`src/rtl/uart_pkg.sv`:
```
// Shared register map, status bit positions and FSM state types for the APB UART.
package uart_pkg;

  localparam logic [1:0] REG_USR  = 2'd0;
  localparam logic [1:0] REG_UWD  = 2'd1;
  localparam logic [1:0] REG_URD  = 2'd2;
  localparam logic [1:0] REG_UCLR = 2'd3;

  localparam int USR_RX_VALID = 0;
  localparam int USR_TX_FULL  = 1;
  localparam int USR_TX_BUSY  = 2;
  localparam int USR_OVERRUN  = 3;

  localparam int TICKS_PER_BIT = 16;

  typedef enum logic [1:0] {TX_IDLE, TX_START, TX_DATA, TX_STOP} txState_t;
  typedef enum logic [1:0] {RX_IDLE, RX_START, RX_DATA, RX_STOP} rxState_t;

  // Oversampling divider; clamped so a too-fast baud still yields a tick every cycle.
  function automatic int baudDiv(input int clkHz, input int baud);
    int div;
    div = clkHz / (baud * TICKS_PER_BIT);
    return (div < 1) ? 1 : div;
  endfunction

endpackage

```
`src/rtl/uart_fifo.sv`:
```
// Byte-wide synchronous FIFO; a pop and a push in the same cycle are both honoured even when full.
module uart_fifo
  import uart_pkg::*;
#(
  parameter int DEPTH = 4
) (
  input  logic       PCLK,
  input  logic       PRESET,
  input  logic       i_push,
  input  logic       i_pop,
  input  logic [7:0] i_wdata,
  output logic [7:0] o_rdata,
  output logic       o_full,
  output logic       o_empty
);

  localparam int PTR_W = $clog2(DEPTH);
  localparam int CNT_W = PTR_W + 1;

  logic [7:0]       r_mem [DEPTH];
  logic [PTR_W-1:0] r_wrPtr;
  logic [PTR_W-1:0] r_rdPtr;
  logic [CNT_W-1:0] r_count;
  logic             w_doPush;
  logic             w_doPop;

  assign o_full   = (r_count == CNT_W'(DEPTH));
  assign o_empty  = (r_count == '0);
  assign o_rdata  = r_mem[r_rdPtr];
  assign w_doPop  = i_pop && !o_empty;
  assign w_doPush = i_push && (!o_full || w_doPop);

  always_ff @(posedge PCLK or posedge PRESET) begin
    if (PRESET) begin
      r_wrPtr <= '0;
      r_rdPtr <= '0;
      r_count <= '0;
    end else begin
      if (w_doPush) r_wrPtr <= r_wrPtr + PTR_W'(1);
      if (w_doPop)  r_rdPtr <= r_rdPtr + PTR_W'(1);
      case ({w_doPush, w_doPop})
        2'b10:   r_count <= r_count + CNT_W'(1);
        2'b01:   r_count <= r_count - CNT_W'(1);
        default: r_count <= r_count;
      endcase
    end
  end

  always_ff @(posedge PCLK) begin
    if (w_doPush) r_mem[r_wrPtr] <= i_wdata;
  end

endmodule

```
`src/rtl/apb_uart.sv`:
```
// APB slave UART: status/data/clear registers, TX and RX FIFOs, 16x oversampled 8N1 serial FSMs.
module apb_uart
  import uart_pkg::*;
#(
  parameter int CLK_HZ     = 100_000_000,
  parameter int BAUD       = 9600,
  parameter int FIFO_DEPTH = 4
) (
  input  logic        PCLK,
  input  logic        PRESET,
  input  logic [31:0] PADDR,
  input  logic        PWRITE,
  input  logic        PENABLE,
  input  logic [31:0] PWDATA,
  input  logic        PSEL,
  output logic [31:0] PRDATA,
  output logic        PREADY,
  output logic        tx,
  input  logic        rx
);

  localparam int DIV   = baudDiv(CLK_HZ, BAUD);
  localparam int DIV_W = (DIV > 1) ? $clog2(DIV) : 1;

  logic [DIV_W-1:0] r_baudCnt;
  logic             w_tick;

  logic       w_access, w_txPush, w_rxPop, w_clrOverrun;
  logic [1:0] w_addr;
  logic       w_unused;

  logic [7:0] w_txRdata, w_rxRdata;
  logic       w_txFull, w_txEmpty, w_rxFull, w_rxEmpty;
  logic       w_txPop, w_rxIn, w_rxStopSample, w_rxPushReq;

  txState_t   r_txState;
  logic       r_tx;
  logic [7:0] r_txShift;
  logic [3:0] r_txTickCnt;
  logic [2:0] r_txBitCnt;

  rxState_t   r_rxState;
  logic [1:0] r_rxSync;
  logic [7:0] r_rxShift;
  logic [3:0] r_rxTickCnt;
  logic [2:0] r_rxBitCnt;
  logic       r_overrun;

  assign w_access     = PSEL & PENABLE;
  assign w_addr       = PADDR[3:2];
  assign w_txPush     = w_access & PWRITE & (w_addr == REG_UWD);
  assign w_rxPop      = w_access & ~PWRITE & (w_addr == REG_URD);
  assign w_clrOverrun = w_access & PWRITE & (w_addr == REG_UCLR) & PWDATA[0];
  assign w_unused     = ^{PADDR[31:4], PADDR[1:0], PWDATA[31:8]};

  assign PREADY = w_access;
  assign tx     = r_tx;

  always_comb begin
    PRDATA = '0;
    if (w_access && !PWRITE) begin
      case (w_addr)
        REG_USR: begin
          PRDATA[USR_RX_VALID] = !w_rxEmpty;
          PRDATA[USR_TX_FULL]  = w_txFull;
          PRDATA[USR_TX_BUSY]  = (r_txState != TX_IDLE) || !w_txEmpty;
          PRDATA[USR_OVERRUN]  = r_overrun;
        end
        REG_URD: if (!w_rxEmpty) PRDATA[7:0] = w_rxRdata;
        default: ;
      endcase
    end
  end

  assign w_tick = (r_baudCnt == DIV_W'(DIV - 1));

  always_ff @(posedge PCLK or posedge PRESET) begin
    if (PRESET)      r_baudCnt <= '0;
    else if (w_tick) r_baudCnt <= '0;
    else             r_baudCnt <= r_baudCnt + DIV_W'(1);
  end

  uart_fifo #(.DEPTH(FIFO_DEPTH)) u_txFifo (
    .PCLK    (PCLK),
    .PRESET  (PRESET),
    .i_push  (w_txPush),
    .i_pop   (w_txPop),
    .i_wdata (PWDATA[7:0]),
    .o_rdata (w_txRdata),
    .o_full  (w_txFull),
    .o_empty (w_txEmpty)
  );

  assign w_txPop = (r_txState == TX_IDLE) && w_tick && !w_txEmpty;

  // Each serial bit lasts 16 ticks; r_tx is updated on the edge that enters the next bit.
  always_ff @(posedge PCLK or posedge PRESET) begin
    if (PRESET) begin
      r_txState   <= TX_IDLE;
      r_tx        <= 1'b1;
      r_txShift   <= '0;
      r_txTickCnt <= '0;
      r_txBitCnt  <= '0;
    end else if (w_tick) begin
      case (r_txState)
        TX_IDLE: begin
          if (!w_txEmpty) begin
            r_txShift   <= w_txRdata;
            r_tx        <= 1'b0;
            r_txTickCnt <= '0;
            r_txState   <= TX_START;
          end
        end
        TX_START: begin
          if (r_txTickCnt == 4'd15) begin
            r_txTickCnt <= '0;
            r_txBitCnt  <= '0;
            r_tx        <= r_txShift[0];
            r_txState   <= TX_DATA;
          end else begin
            r_txTickCnt <= r_txTickCnt + 4'd1;
          end
        end
        TX_DATA: begin
          if (r_txTickCnt == 4'd15) begin
            r_txTickCnt <= '0;
            if (r_txBitCnt == 3'd7) begin
              r_tx      <= 1'b1;
              r_txState <= TX_STOP;
            end else begin
              r_txBitCnt <= r_txBitCnt + 3'd1;
              r_txShift  <= {1'b0, r_txShift[7:1]};
              r_tx       <= r_txShift[1];
            end
          end else begin
            r_txTickCnt <= r_txTickCnt + 4'd1;
          end
        end
        TX_STOP: begin
          if (r_txTickCnt == 4'd15) begin
            r_txTickCnt <= '0;
            r_txState   <= TX_IDLE;
          end else begin
            r_txTickCnt <= r_txTickCnt + 4'd1;
          end
        end
      endcase
    end
  end

  always_ff @(posedge PCLK or posedge PRESET) begin
    if (PRESET) r_rxSync <= 2'b11;
    else        r_rxSync <= {r_rxSync[0], rx};
  end

  assign w_rxIn         = r_rxSync[1];
  assign w_rxStopSample = (r_rxState == RX_STOP) && w_tick && (r_rxTickCnt == 4'd15);
  assign w_rxPushReq    = w_rxStopSample && w_rxIn;

  // Start edge is confirmed half a bit in, so every later sample lands at a bit centre.
  always_ff @(posedge PCLK or posedge PRESET) begin
    if (PRESET) begin
      r_rxState   <= RX_IDLE;
      r_rxShift   <= '0;
      r_rxTickCnt <= '0;
      r_rxBitCnt  <= '0;
    end else begin
      case (r_rxState)
        RX_IDLE: begin
          if (!w_rxIn) begin
            r_rxTickCnt <= '0;
            r_rxState   <= RX_START;
          end
        end
        RX_START: begin
          if (w_tick) begin
            if (r_rxTickCnt == 4'd7) begin
              r_rxTickCnt <= '0;
              r_rxBitCnt  <= '0;
              r_rxState   <= w_rxIn ? RX_IDLE : RX_DATA;
            end else begin
              r_rxTickCnt <= r_rxTickCnt + 4'd1;
            end
          end
        end
        RX_DATA: begin
          if (w_tick) begin
            if (r_rxTickCnt == 4'd15) begin
              r_rxTickCnt <= '0;
              r_rxShift   <= {w_rxIn, r_rxShift[7:1]};
              if (r_rxBitCnt == 3'd7) r_rxState <= RX_STOP;
              else                    r_rxBitCnt <= r_rxBitCnt + 3'd1;
            end else begin
              r_rxTickCnt <= r_rxTickCnt + 4'd1;
            end
          end
        end
        RX_STOP: begin
          if (w_tick) begin
            if (r_rxTickCnt == 4'd15) begin
              r_rxTickCnt <= '0;
              r_rxState   <= RX_IDLE;
            end else begin
              r_rxTickCnt <= r_rxTickCnt + 4'd1;
            end
          end
        end
      endcase
    end
  end

  uart_fifo #(.DEPTH(FIFO_DEPTH)) u_rxFifo (
    .PCLK    (PCLK),
    .PRESET  (PRESET),
    .i_push  (w_rxPushReq),
    .i_pop   (w_rxPop),
    .i_wdata (r_rxShift),
    .o_rdata (w_rxRdata),
    .o_full  (w_rxFull),
    .o_empty (w_rxEmpty)
  );

  // A lost byte outranks a clear landing on the same edge, so the event is never missed.
  always_ff @(posedge PCLK or posedge PRESET) begin
    if (PRESET)                                        r_overrun <= 1'b0;
    else if (w_rxPushReq && w_rxFull && !w_rxPop)      r_overrun <= 1'b1;
    else if (w_clrOverrun)                             r_overrun <= 1'b0;
  end

endmodule

```
`config.mk`:
```
export PLATFORM = sky130hd
export DESIGN_NAME = apb_uart
export DESIGN_NICKNAME = d
export VERILOG_FILES = /design/src/rtl/uart_pkg.sv /design/src/rtl/uart_fifo.sv /design/src/rtl/apb_uart.sv
export SDC_FILE = /design/constraint.sdc
export NUM_CORES = 1
export LEC_CHECK = 0
export BUFFER_PORTS_ARGS = -buffer_cell sky130_fd_sc_hd__buf_2
export CAP_MARGIN = 20
export CORE_MARGIN = 5
export CORE_UTILIZATION = 51
export DETAILED_ROUTE_END_ITERATION = 7
export PLACE_DENSITY = 0.75
export SLEW_MARGIN = 20
export SYNTH_ARGS = -nofsm -noshare
export SYNTH_HDL_FRONTEND = slang
export SYNTH_SLANG_ARGS = --single-unit
```
`constraint.sdc`:
```
create_clock -name PCLK -period 2.85 [get_ports PCLK]
set_input_delay 0.1425 -clock PCLK [delete_from_list [all_inputs] [get_ports PCLK]]
set_output_delay 0.1425 -clock PCLK [all_outputs]
set_load 0.05 [all_outputs]
```
# Yosys cells after proc, flatten, opt, wreduce, memory -nomap -nowiden
# Memories as Yosys holds them, arrays and structs flattened.
# Cells that the tools add are included.
dict set report word_totals {
  word_cells 180
  mem_count 2
  input_bits 70
  output_inout_bits 34
  ff_bits 62
  ram_bits 64
}
# name depth word_bits read_ports rd_ports_with_merged_regs write_ports line
set memory_table {}
lappend memory_table {u_rxFifo.r_mem 4 8 1 0 1 uart_fifo.sv:20} ;# logic [7:0] r_mem [DEPTH];
lappend memory_table {u_txFifo.r_mem 4 8 1 0 1 uart_fifo.sv:20}
dict set report op_classes {
  eq_ne 37
  bitwise_logic 8
  n_addsub 13
  muxes 57
  reduce_logical 45
}
# cell n
set ops {}
lappend ops {{8-bit two-way mux} 5}
lappend ops {{4-bit two-way mux} 8}
lappend ops {{2-bit two-way mux} 14}
lappend ops {{2-bit != test, second input constant} 14}
lappend ops {{3-bit two-way mux} 8}
lappend ops {{3-bit one-hot mux with 2 select lines} 4}
lappend ops {{2-bit == test, second input constant} 8}
lappend ops {{2-bit one-hot mux with 4 select lines} 2}
lappend ops {{4-bit one-hot mux with 2 select lines} 2}
lappend ops {{8-bit one-hot mux with 2 select lines} 1}
lappend ops {{5-bit AND reduction} 3}
lappend ops {{2-bit nonzero test} 7}
lappend ops {{3-bit by 1-bit adder with 3-bit output, second input constant} 4}
lappend ops {{3-bit == test, second input constant} 4}
lappend ops {{1-bit logical AND} 12}
lappend ops {{4-bit one-hot mux with 3 select lines} 1}
lappend ops {{6-bit AND reduction} 2}
lappend ops {{10-bit by 1-bit adder with 10-bit output, second input constant} 1}
lappend ops {{10-bit == test, second input constant} 1}
lappend ops {{2-bit by 1-bit == test with 1-bit output, second input constant} 5}
lappend ops {{1-bit two-way mux} 10}
lappend ops {{10-bit two-way mux} 1}
lappend ops {{2-bit by 1-bit adder with 2-bit output, second input constant} 4}
lappend ops {{4-bit by 1-bit adder with 4-bit output, second input constant} 2}
lappend ops {{other kinds (17)} 37}

# Depth between registers and ports, before layout
# Gate-level depths: netlist (run 1).
dict set report depth {
  ltp_word 8
  ltp_mapped 15
  mapped_depth_nobuf 12
}

# By module
# From an unflattened synthesis (run 1), not the netlist that was laid out.
dict set report hier_totals {
  cells_unflattened 442
  hier_area_um2 6095.8
}
# mod area_per_inst_um2 cells_per_inst seq_area_each_um2 instances
set modules_own_cells {}
lappend modules_own_cells {apb_uart 2829.0 265 1204.9 1}
lappend modules_own_cells {{uart_fifo (u_txFifo)} 1675.4 96 1136.1 1}
lappend modules_own_cells {{uart_fifo (u_rxFifo)} 1591.5 81 1136.1 1}

# Least setup slack after synthesis (run 1)
# Ideal clock, no wire load.
dict set report synth_path {
  kind {flip-flop to flip-flop}
  start {register r_txState[0]}
  end {register u_txFifo.r_count[2]}
  t_arrival_ns 2.560
  required_time_ns 2.768
  path_stages_with_launch 10
  synth_period_minus_slack_ns 2.642
  setup_ns 0.082
  n_path_buf 0
  path_slack_ns 0.208
  path_cell_list {dfrtp_1 -> inv_1 -> ha_1 -> nor4bb_1 -> nand4_1 -> nand2b_1 -> fa_1 -> or3_1 -> mux2_2 -> o22ai_1}
}
dict set report synth_via {
  elab_chain_cells 8
  elab_cells_between_ends 10
  classes_between {eq/ne: 2; mux: 1; reduce/logical: 7}
}
# element line
set synth_rtl {}
lappend synth_rtl {{start, declared} apb_uart.sv:36} ;# txState_t r_txState;
lappend synth_rtl {{start signal, assigned} apb_uart.sv:99} ;# r_txState <= TX_IDLE;
lappend synth_rtl {{start signal, assigned} apb_uart.sv:111} ;# r_txState <= TX_START;
lappend synth_rtl {{start signal, assigned} apb_uart.sv:119} ;# r_txState <= TX_DATA;
lappend synth_rtl {{2-bit logical NOT (*)} apb_uart.sv:94} ;# assign w_txPop = (r_txState == TX_IDLE) && w_tick && !w_txEmpty;
lappend synth_rtl {{1-bit logical AND (*) (2 in a row)} apb_uart.sv:94}
lappend synth_rtl {{1-bit logical AND (*)} uart_fifo.sv:30} ;# assign w_doPop = i_pop && !o_empty;
lappend synth_rtl {{1-bit logical OR} uart_fifo.sv:31} ;# assign w_doPush = i_push && (!o_full || w_doPop);
lappend synth_rtl {{1-bit logical AND} uart_fifo.sv:31}
lappend synth_rtl {{2-bit by 1-bit == test with 1-bit output or 2-bit == test (tied branches)} uart_fifo.sv:41} ;# case ({w_doPush, w_doPop})
lappend synth_rtl {{3-bit one-hot mux with 2 select lines or 2-bit nonzero test (tied branches)} --}
lappend synth_rtl {{end signal, assigned} uart_fifo.sv:42} ;# 2'b10: r_count <= r_count + CNT_W'(1);
lappend synth_rtl {{end signal, assigned} uart_fifo.sv:43} ;# 2'b01: r_count <= r_count - CNT_W'(1);
lappend synth_rtl {{end signal, assigned} uart_fifo.sv:44} ;# default: r_count <= r_count;
lappend synth_rtl {{end, declared} uart_fifo.sv:23} ;# logic [CNT_W-1:0] r_count;
# Every way passes the cells marked *; elsewhere a longest branch is shown, timed or not.
# A chain may end at the register's enable or synchronous reset.

# Final worst setup path (run 1)
# Same ends and word-level chain as after synthesis.

==> results of run 1 <==
[where the power goes]
group | switching (mW) | total [mW] | internal [mW]
clock | 0.743 | 2.04 | 1.30
sequential | 0.134 | 2.12 | 1.99
combinational | 0.237 | 0.409 | 0.171
total | 1.11 | 4.57 | 3.45
[sequential cells by signal, indices dropped and copies added (netlist names), named ones only]
name	count
r_txBitCnt	3
r_txState	2
u_txFifo.r_mem	32
u_rxFifo.r_count	3
r_rxShift	8
r_rxBitCnt	3
r_overrun	1
tx	1
r_rxState	1
u_txFifo.r_wrPtr	2
r_rxTickCnt	4
r_rxSync	2
u_rxFifo.r_rdPtr	2
u_txFifo.r_rdPtr	2
r_txShift	8
u_rxFifo.r_wrPtr	2
u_txFifo.r_count	3
u_rxFifo.r_mem	32
r_baudCnt	10
r_txTickCnt	4
[layout make-up]
class | count | area [um^2] | area share, %
Clock buffer | 20 | 447 | 6.50
Inverter | 25 | 93.8 | 1.37
Clock inverter | 12 | 120 | 1.75
Tap cell | 143 | 179 | 2.60
Timing Repair Buffer | 42 | 278 | 4.04
Sequential cell | 126 | 3480 | 50.6
Multi-Input combinational cell | 262 | 2280 | 33.2
[worst max-delay path, delay by kind of cell (launching register included)]
| family | cells | cell delay [ns] |
|---|---|---|
| AO/OA/AOI/OAI | 1 | 0.15 |
| flip-flops | 1 | 0.41 |
| adder cells (fa/ha/maj) | 2 | 0.62 |
| multiplexers | 1 | 0.27 |
| AND/OR/NAND/NOR | 4 | 0.97 |
| buffers and inverters | 1 | 0.12 |
[stage by stage]
step                power (mW)  cell area (um^2)  worst slack (ns)  util [%]  hold slack [ns]
floorplan                 2.48              6110             0.208         -            0.147
global placement          2.52              6200             0.248      53.9            0.248
detailed placement        2.55              6200             0.204      53.9            0.250
CTS                       4.61              6870             0.181      59.7            0.131
global route              4.77              6870          -0.00526      59.7            0.214
finish                    4.57              6870             0.218      59.7            0.139
[layer usage]
layer / vias to the layer above / share of wire [%] / global-route usage, %
li1: 1617 / - / -
met1: 1726 / 43 / 19.9
met2: 75 / 51 / 24.5
met3: 11 / 4.8 / 4.54
met4: 0 / 1.4 / 7.31
met5: - / 0 / 0
[layout by cell type, fill, tap and decap left out, types with 3 or more instances in the layout]
master                          Yosys  final
sky130_fd_sc_hd__nor3_1             4      4
sky130_fd_sc_hd__a21oi_1            7      7
sky130_fd_sc_hd__buf_2              3     25
sky130_fd_sc_hd__dfrtp_1           59     59
sky130_fd_sc_hd__inv_1             25     24
sky130_fd_sc_hd__dfstp_2            3      3
sky130_fd_sc_hd__clkinvlp_4         0      4
sky130_fd_sc_hd__conb_1             1     24
sky130_fd_sc_hd__ha_1              22     21
sky130_fd_sc_hd__nor2b_1           10     10
sky130_fd_sc_hd__mux4_2            16     16
sky130_fd_sc_hd__nand3_1            6      6
sky130_fd_sc_hd__xor2_1             7      7
sky130_fd_sc_hd__edfxtp_1          64     64
sky130_fd_sc_hd__o31ai_1            3      3
sky130_fd_sc_hd__mux2_2            21     21
sky130_fd_sc_hd__and2_1            10     10
sky130_fd_sc_hd__nand4_1            7      7
sky130_fd_sc_hd__dlygate4sd3_1      0     10
sky130_fd_sc_hd__and3_1             6      6
sky130_fd_sc_hd__xnor2_1           12     12
sky130_fd_sc_hd__nand2_1           12     12
sky130_fd_sc_hd__buf_4             25      7
sky130_fd_sc_hd__mux2_4             8      8
sky130_fd_sc_hd__clkbuf_16          0     17
sky130_fd_sc_hd__nand2b_1           6      6
sky130_fd_sc_hd__nor2_1            16     16
sky130_fd_sc_hd__clkinv_2           0      6
sky130_fd_sc_hd__a32o_1             3      3
sky130_fd_sc_hd__mux2i_1            4      4
sky130_fd_sc_hd__o21ai_0           16     16
[repair_timing]
action / in CTS / in global routing
gates resized for setup: 0 / 1
buffers inserted: 0 / 0
setup endpoints to repair: 0 / 1
hold buffers: 10 / 0
hold endpoints to repair: 66 / 0
[final timing paths]
check	start	end	slack [ns]	cells after the start
worst min register to register	r_rxSync[0]	r_rxSync[1]	0.35	0
min in group asynchronous	PRESET	r_baudCnt[8]	0.42	3
worst max-delay path	r_txState[0]	u_txFifo.r_count[2]	0.22	9
max in group asynchronous	PRESET	tx	1.68	4
worst min-delay path	PADDR[3]	r_overrun	0.14	4
worst max register to register	r_txState[0]	u_txFifo.r_count[2]	0.22	9
[cell families after synthesis]
group / after synthesis / synth area share (%)
simple gates: 96 / 9.90
mux: 49 / 12.6
other cells: 1 / 0.0622
compound gates: 50 / 5.81
buf+inv: 62 / 5.98
xor+xnor: 19 / 2.76
fa+ha+maj: 24 / 5.23
flops: 126 / 57.7
==> run summary, run 1 <==
### Status
* complete, no violations — status

### STA
* 49.0% — headroom to the max-slew limit
* 0 — Hold Fails Final Rpt
* 0 — number of setup violations in the final report
* 0 ns — sum of negative setup slack
* 0.0185 ns — final clock skew
* 0 — Pins Over Slew Limit
* 2.63 ns — post-layout min period
* 380 MHz — achievable frequency
* 92.3% — period utilization
* 0.763 ns — slew of the pin with the lowest slew margin

### Detailed routing
* 16.0 um — wire length per cell
* 163 — initial drt markers
* 5.44 — post-detailed-route via-to-cell ratio
* 4 — Detailed Routing Iterations Pass 1
* 0 — Antenna Violating Nets Remaining
* 10.1 mm — routed wire length
* 0 — drt drc
* 3,429 — vias after detailed routing

### Critical path
* 3.18 ns — WP data required
* 0.41 ns — Worst path max stage delay
* 2.96 ns — CP arrival
* flop to flop — Setup CP Type
* sky130_fd_sc_hd__dfrtp_1 — Slowest-stage cell, CP
* flop — critical path startpoint category
* inv_1, ha_2, nor4bb_1, nand4_1, nand2b_1, fa_1, or3_1, mux2_2, o22ai_1 — cells along the critical path
* flop — Crit. End Element
* 5 — Worst Path Max Fanout

### Power
* 2.99 nW — Static Leak
* 0.362 mV — IR Drop Worst-Case VDD
* 665 nW/um^2 — Pwr per Cell Area

### Synthesis
* 6030 um^2 — Cell Area, Synth
* 126 — post-synthesis register bit count
* sky130_fd_sc_hd__edfxtp_1 — most numerous cell in the Yosys netlist
* 57.7% — post-synthesis sequential area ratio
* 49.2% — fraction of registers with async set or reset after synthesis
* sky130_fd_sc_hd__edfxtp_1 — leading area contributor after synthesis
* 64 — number of synthesized flops with an enable pin
* sky130_fd_sc_hd__edfxtp_1, sky130_fd_sc_hd__dfrtp_1, sky130_fd_sc_hd__buf_4, sky130_fd_sc_hd__inv_1, sky130_fd_sc_hd__ha_1 — Commonest cells post-synth
* 31.9% — portion of synthesized cell area occupied by the leading cell type
* sky130_fd_sc_hd__edfxtp_1, sky130_fd_sc_hd__dfrtp_1, sky130_fd_sc_hd__mux4_2 — main area contributors after synthesis
* sky130_fd_sc_hd__edfxtp_1 — main flop type after synthesis
* 427 — instance count of the mapped netlist
* 62 — distinct cell type count after synthesis
* 0 — Synthesis Warnings
* 14.1 um^2 — mean post-synth cell area

### Global routing
* 0 — aggregate global routing overflow
* 15.5% — Overall Global Routing Usage
* 3,417 — via count of the first global-routing pass
* 0 — initial antenna violation count
* 36 — largest net degree at the start of global routing
* 17.1 mm — global-route wire length before repair

### Clock network
* 0.42 ns — Clk Latency, worst-skew pair
* sky130_fd_sc_hd__clkbuf_16 — clock root buffer
* 0.05 ns — Reg clk slew, reported paths
* 2 — Longest Clk Path Bufs
* 17 — CTS Buf Count
* 4 — CTS H-Tree Depth
* 126 — clock sink count
* built — clock tree from TritonCTS

### Placement
* 6.88 mm — Detailed Place HPWL
* 588 — placed insts
* 0.801 — weighted congestion at the end of routability-driven global placement
* 25 — count of buffers inserted at the top-level ports

### Final layout
* 0 — number of inserted diodes
* 630 — number of standard cells in the layout, taps in and fillers out
* 24.8% — share of cells above drive strength 1
* 568 — Layout Nets
* 884 — number of filler instances in the final layout
* 14.0% — post-synthesis to final-layout area growth

### Die
* 52.3% — Initial Util
* 119 um — Die Ht
* 14,100 um^2 — overall die area
* 119 um — die boundary width
* 104 — Top-Level Pins
* 11,500 um^2 — placeable core region
* 39 — Core Rows

### Min path
* input port to flop — Hold/Removal Path Class

### Flow run
* 0 — max-capacitance violation count

Note: power is estimated with default switching activity, not from simulation.
==> run 2, diff against run 1 <==
--- a/config.mk
+++ b/config.mk
@@ -8,9 +8,10 @@
 export BUFFER_PORTS_ARGS = -buffer_cell sky130_fd_sc_hd__buf_2
 export CAP_MARGIN = 20
 export CORE_MARGIN = 5
-export CORE_UTILIZATION = 51
+export CORE_UTILIZATION = 45
+export CTS_CLUSTER_DIAMETER = 30
 export DETAILED_ROUTE_END_ITERATION = 7
-export PLACE_DENSITY = 0.75
+export PLACE_DENSITY = 0.67
 export SLEW_MARGIN = 20
 export SYNTH_ARGS = -nofsm -noshare
 export SYNTH_HDL_FRONTEND = slang
==> run 2 against run 1 <==
  * First-iteration DRC count grew 9.8%
  * Combinational power shrank 1%
  * Register-to-register slack lost 0.09 ns
  * Sequential power is essentially flat
  * Sequential share of layout area shrank 0.26 points
  * Largest cell class unchanged
==> run summary, run 2 (synthesis results as in run 1) <==
### STA
* 367 MHz — achievable frequency, -3.4%
* 0 — number of setup violations in the final report, unchanged
* no — RSZ-0062 raised after global routing
* 0.831 ns — slew of the pin with the lowest slew margin, +0.0676 ns
* 2.72 ns — post-layout min period, +0.0922 ns
* 95.6% — period utilization, +3.2 points
* 0 ns — sum of negative setup slack, unchanged
* 44.5% — headroom to the max-slew limit, -4.5 points
* 0.0128 ns — final clock skew, -0.00568 ns
* 0 — Pins Over Slew Limit, unchanged
* 0 — Hold Fails Final Rpt, unchanged

### Power
* 24.3% — sw frac, -0.044 points
* 2.99 nW — Static Leak, about the same
* 1.11 mW — power dissipated by switching net loads, -0.27%
* 0.408 mV — IR Drop Worst-Case VDD, +13%
* 3.45 mW — design internal power, about the same
* 4.56 mW — Total Power Consumption, about the same
* 8.8% — combinational cell fraction of total power, about the same
* 661 nW/um^2 — Pwr per Cell Area, -0.60%
* 44.5% — share of power burned in the clock network, about the same
* 46.6% — Seq pwr share, +0.2 points

### Die
* 42 — Core Rows, +7.7%
* 45.7% — Initial Util, -6.6 points
* 13,200 um^2 — placeable core region, +15%
* 15,800 um^2 — overall die area, +12%
* 126 um — Die Ht, +5.9%
* 104 — Top-Level Pins, unchanged
* 126 um — die boundary width, +5.9%

### Clock network
* 4 — CTS H-Tree Depth, unchanged
* 0.06 ns — Reg clk slew, reported paths, about the same
* 2 — Longest Clk Path Bufs, unchanged
* sky130_fd_sc_hd__clkbuf_16 — clock root buffer
* 0.41 ns — Clk Latency, worst-skew pair, about the same
* built — clock tree from TritonCTS
* 126 — clock sink count, unchanged
* 17 — CTS Buf Count, unchanged

### Flow run
* 0 — max-capacitance violation count, unchanged

### Global routing
* 4.23% — met3 Use GR, -0.30 points
* 14.0% — Overall Global Routing Usage, -1.6 points
* met2 — most used routing layer in global routing
* 18.2% — fraction of met1 tracks used by global routing, -1.7 points
* 0 — aggregate global routing overflow, unchanged
* 1 — initial antenna violation count, +1
* 3,491 — via count of the first global-routing pass, +2.2%
* 17.4 mm — global-route wire length before repair, +1.9%
* 39 — largest net degree at the start of global routing, +8.3%
* 22.2% — fraction of met2 tracks used by global routing, -2.3 points

### Critical path
* 1 — count of buffering cells on the critical path with inverters included, unchanged
* 9 — number of stages on the worst setup path, unchanged
* sky130_fd_sc_hd__dfrtp_1 — Slowest-stage cell, CP
* 9 — number of cells traversed by the worst register-to-register path, unchanged
* 4 — Worst Path Max Fanout, -1
* flop — critical path startpoint category
* flop to flop — Setup CP Type
* flop — Crit. End Element
* simple AND/OR/NAND/NOR gates — Top Family by Delay on Critical Path
* 0.41 ns — Worst path max stage delay, about the same
* 3.17 ns — WP data required, about the same
* inv_1, ha_1, nor4bb_1, nand4_1, nand2b_1, fa_1, or3_1, mux2_2, o22ai_1 — cells along the critical path
* 3.05 ns — CP arrival, +0.09 ns

### Final layout
* sky130_fd_sc_hd__edfxtp_1 — most common library cell in the layout ignoring fill and taps
* 23.8% — share of cells above drive strength 1, -1.0 points
* 2280 um^2 — area occupied by multi-input gates, +0.22%
* 1,091 — number of filler instances in the final layout, +23%
* 14.6% — post-synthesis to final-layout area growth
* 3480 um^2 — FF/Latch Area, unchanged
* sky130_fd_sc_hd__edfxtp_1, sky130_fd_sc_hd__dfrtp_1, sky130_fd_sc_hd__buf_2 — commonest cells after routing, fill and taps aside
* u_rxFifo.r_mem (32), u_txFifo.r_mem (32), r_baudCnt (10) — top flop regs
* 568 — Layout Nets, unchanged

### Detailed routing
* 15.8 um — wire length per cell, -1.1%
* 0 — Antenna Violating Nets Remaining, unchanged
* 0 — drt drc, unchanged
* 5.17 — post-detailed-route via-to-cell ratio, -5.0%
* 4 — Detailed Routing Iterations Pass 1, unchanged
* 3,432 — vias after detailed routing, +0.087%
* 10.5 mm — routed wire length, +4.3%
* 179 — initial drt markers, +9.8%

### Placement
* 0.749 — weighted congestion at the end of routability-driven global placement, -6.5%
* 25 — count of buffers inserted at the top-level ports, unchanged
* 7.22 mm — Detailed Place HPWL, +4.9%

### Status
* complete, no violations — status

### Min path
* 4 — worst hold path cell count, unchanged
* input port to flop — Hold/Removal Path Class

## run 2: cell types whose count changed in the layout (fill, tap and decap cells not counted)
cell and delta:
sky130_fd_sc_hd__clkinvlp_4 -3, sky130_fd_sc_hd__ha_2 -1, sky130_fd_sc_hd__clkbuf_1 +3, sky130_fd_sc_hd__o311ai_2 +1
sky130_fd_sc_hd__o311ai_1 -1, sky130_fd_sc_hd__clkinv_1 +2, sky130_fd_sc_hd__clkinv_2 -2, sky130_fd_sc_hd__ha_1 +1
sky130_fd_sc_hd__diode_2 +1
## run 2: cell type report
class                   count  share of cell area (%)
repair buffers             42                    4.02
multi-input cells         262                    33.1
clock buffers              23                    6.63
clock inverters             9                    1.38
flip-flops and latches    126                    50.3
inverters                  25                    1.36
diodes                      1                  0.0362
well taps                 176                    3.19
## run 2: worst paths after layout
check                      slack (ns)                  end    startpoint
setup / recovery                 0.13  u_txFifo.r_count[2]  r_txState[0]
hold / removal                   0.16            r_overrun      PADDR[3]
min in group asynchronous        0.44  u_rxFifo.r_wrPtr[1]        PRESET
max in group asynchronous        1.69  u_txFifo.r_wrPtr[0]        PRESET
hold reg to reg                  0.35          r_rxSync[1]   r_rxSync[0]
setup reg to reg                 0.13  u_txFifo.r_count[2]  r_txState[0]
## run 2: metal layers
metal	part of all wire [%]	wire length, um	vias up
met2	48	5040	74
met3	4.9	512	14
met1	45	4750	1729
met4	1.8	184	0
met5	0	0	-
li1	-	-	1615
## run 2: worst reg2reg max path: stages, from the launching register on
cell and delay, ns:
sky130_fd_sc_hd__dfrtp_1 0.41, sky130_fd_sc_hd__inv_1 0.12, sky130_fd_sc_hd__ha_1 0.22, sky130_fd_sc_hd__nor4bb_1 0.33, sky130_fd_sc_hd__nand4_1 0.17, sky130_fd_sc_hd__nand2b_1 0.19
sky130_fd_sc_hd__fa_1 0.39, sky130_fd_sc_hd__or3_1 0.37, sky130_fd_sc_hd__mux2_2 0.27, sky130_fd_sc_hd__o22ai_1 0.16
## run 2: timing repair
item / 4_1_cts / 5_1_grt
setup buffers: 0 / 0
hold endpoints to repair: 66 / 0
hold buffers: 10 / 0
setup endpoints to repair: 0 / 1
gates resized for setup: 0 / 1
## run 2: per-stage QoR
stage / hold WS (ns) / worst slack, ns / cells / area, um^2 / util, %
global route: 0.184 / 0.0162 / 664 / 6910 / 52.4
floorplan: 0.147 / 0.208 / 450 / 6110 / -
finish: 0.160 / 0.126 / 664 / 6910 / 52.4
global placement: 0.249 / 0.226 / 621 / 6240 / 47.3
detailed placement: 0.249 / 0.150 / 621 / 6240 / 47.3
CTS: 0.140 / 0.0388 / 663 / 6900 / 52.3
## run 2: power groups by stage
| stage | Combinational, mW | Clock [mW] | Sequential [mW] |
|---|---|---|---|
| finish | 0.404 | 2.03 | 2.13 |
| global placement | 0.371 | 0 | 2.16 |
| floorplan | 0.401 | 0 | 2.08 |
| detailed placement | 0.392 | 0 | 2.16 |
| CTS | 0.408 | 2.07 | 2.13 |
| global route | 0.447 | 2.17 | 2.15 |
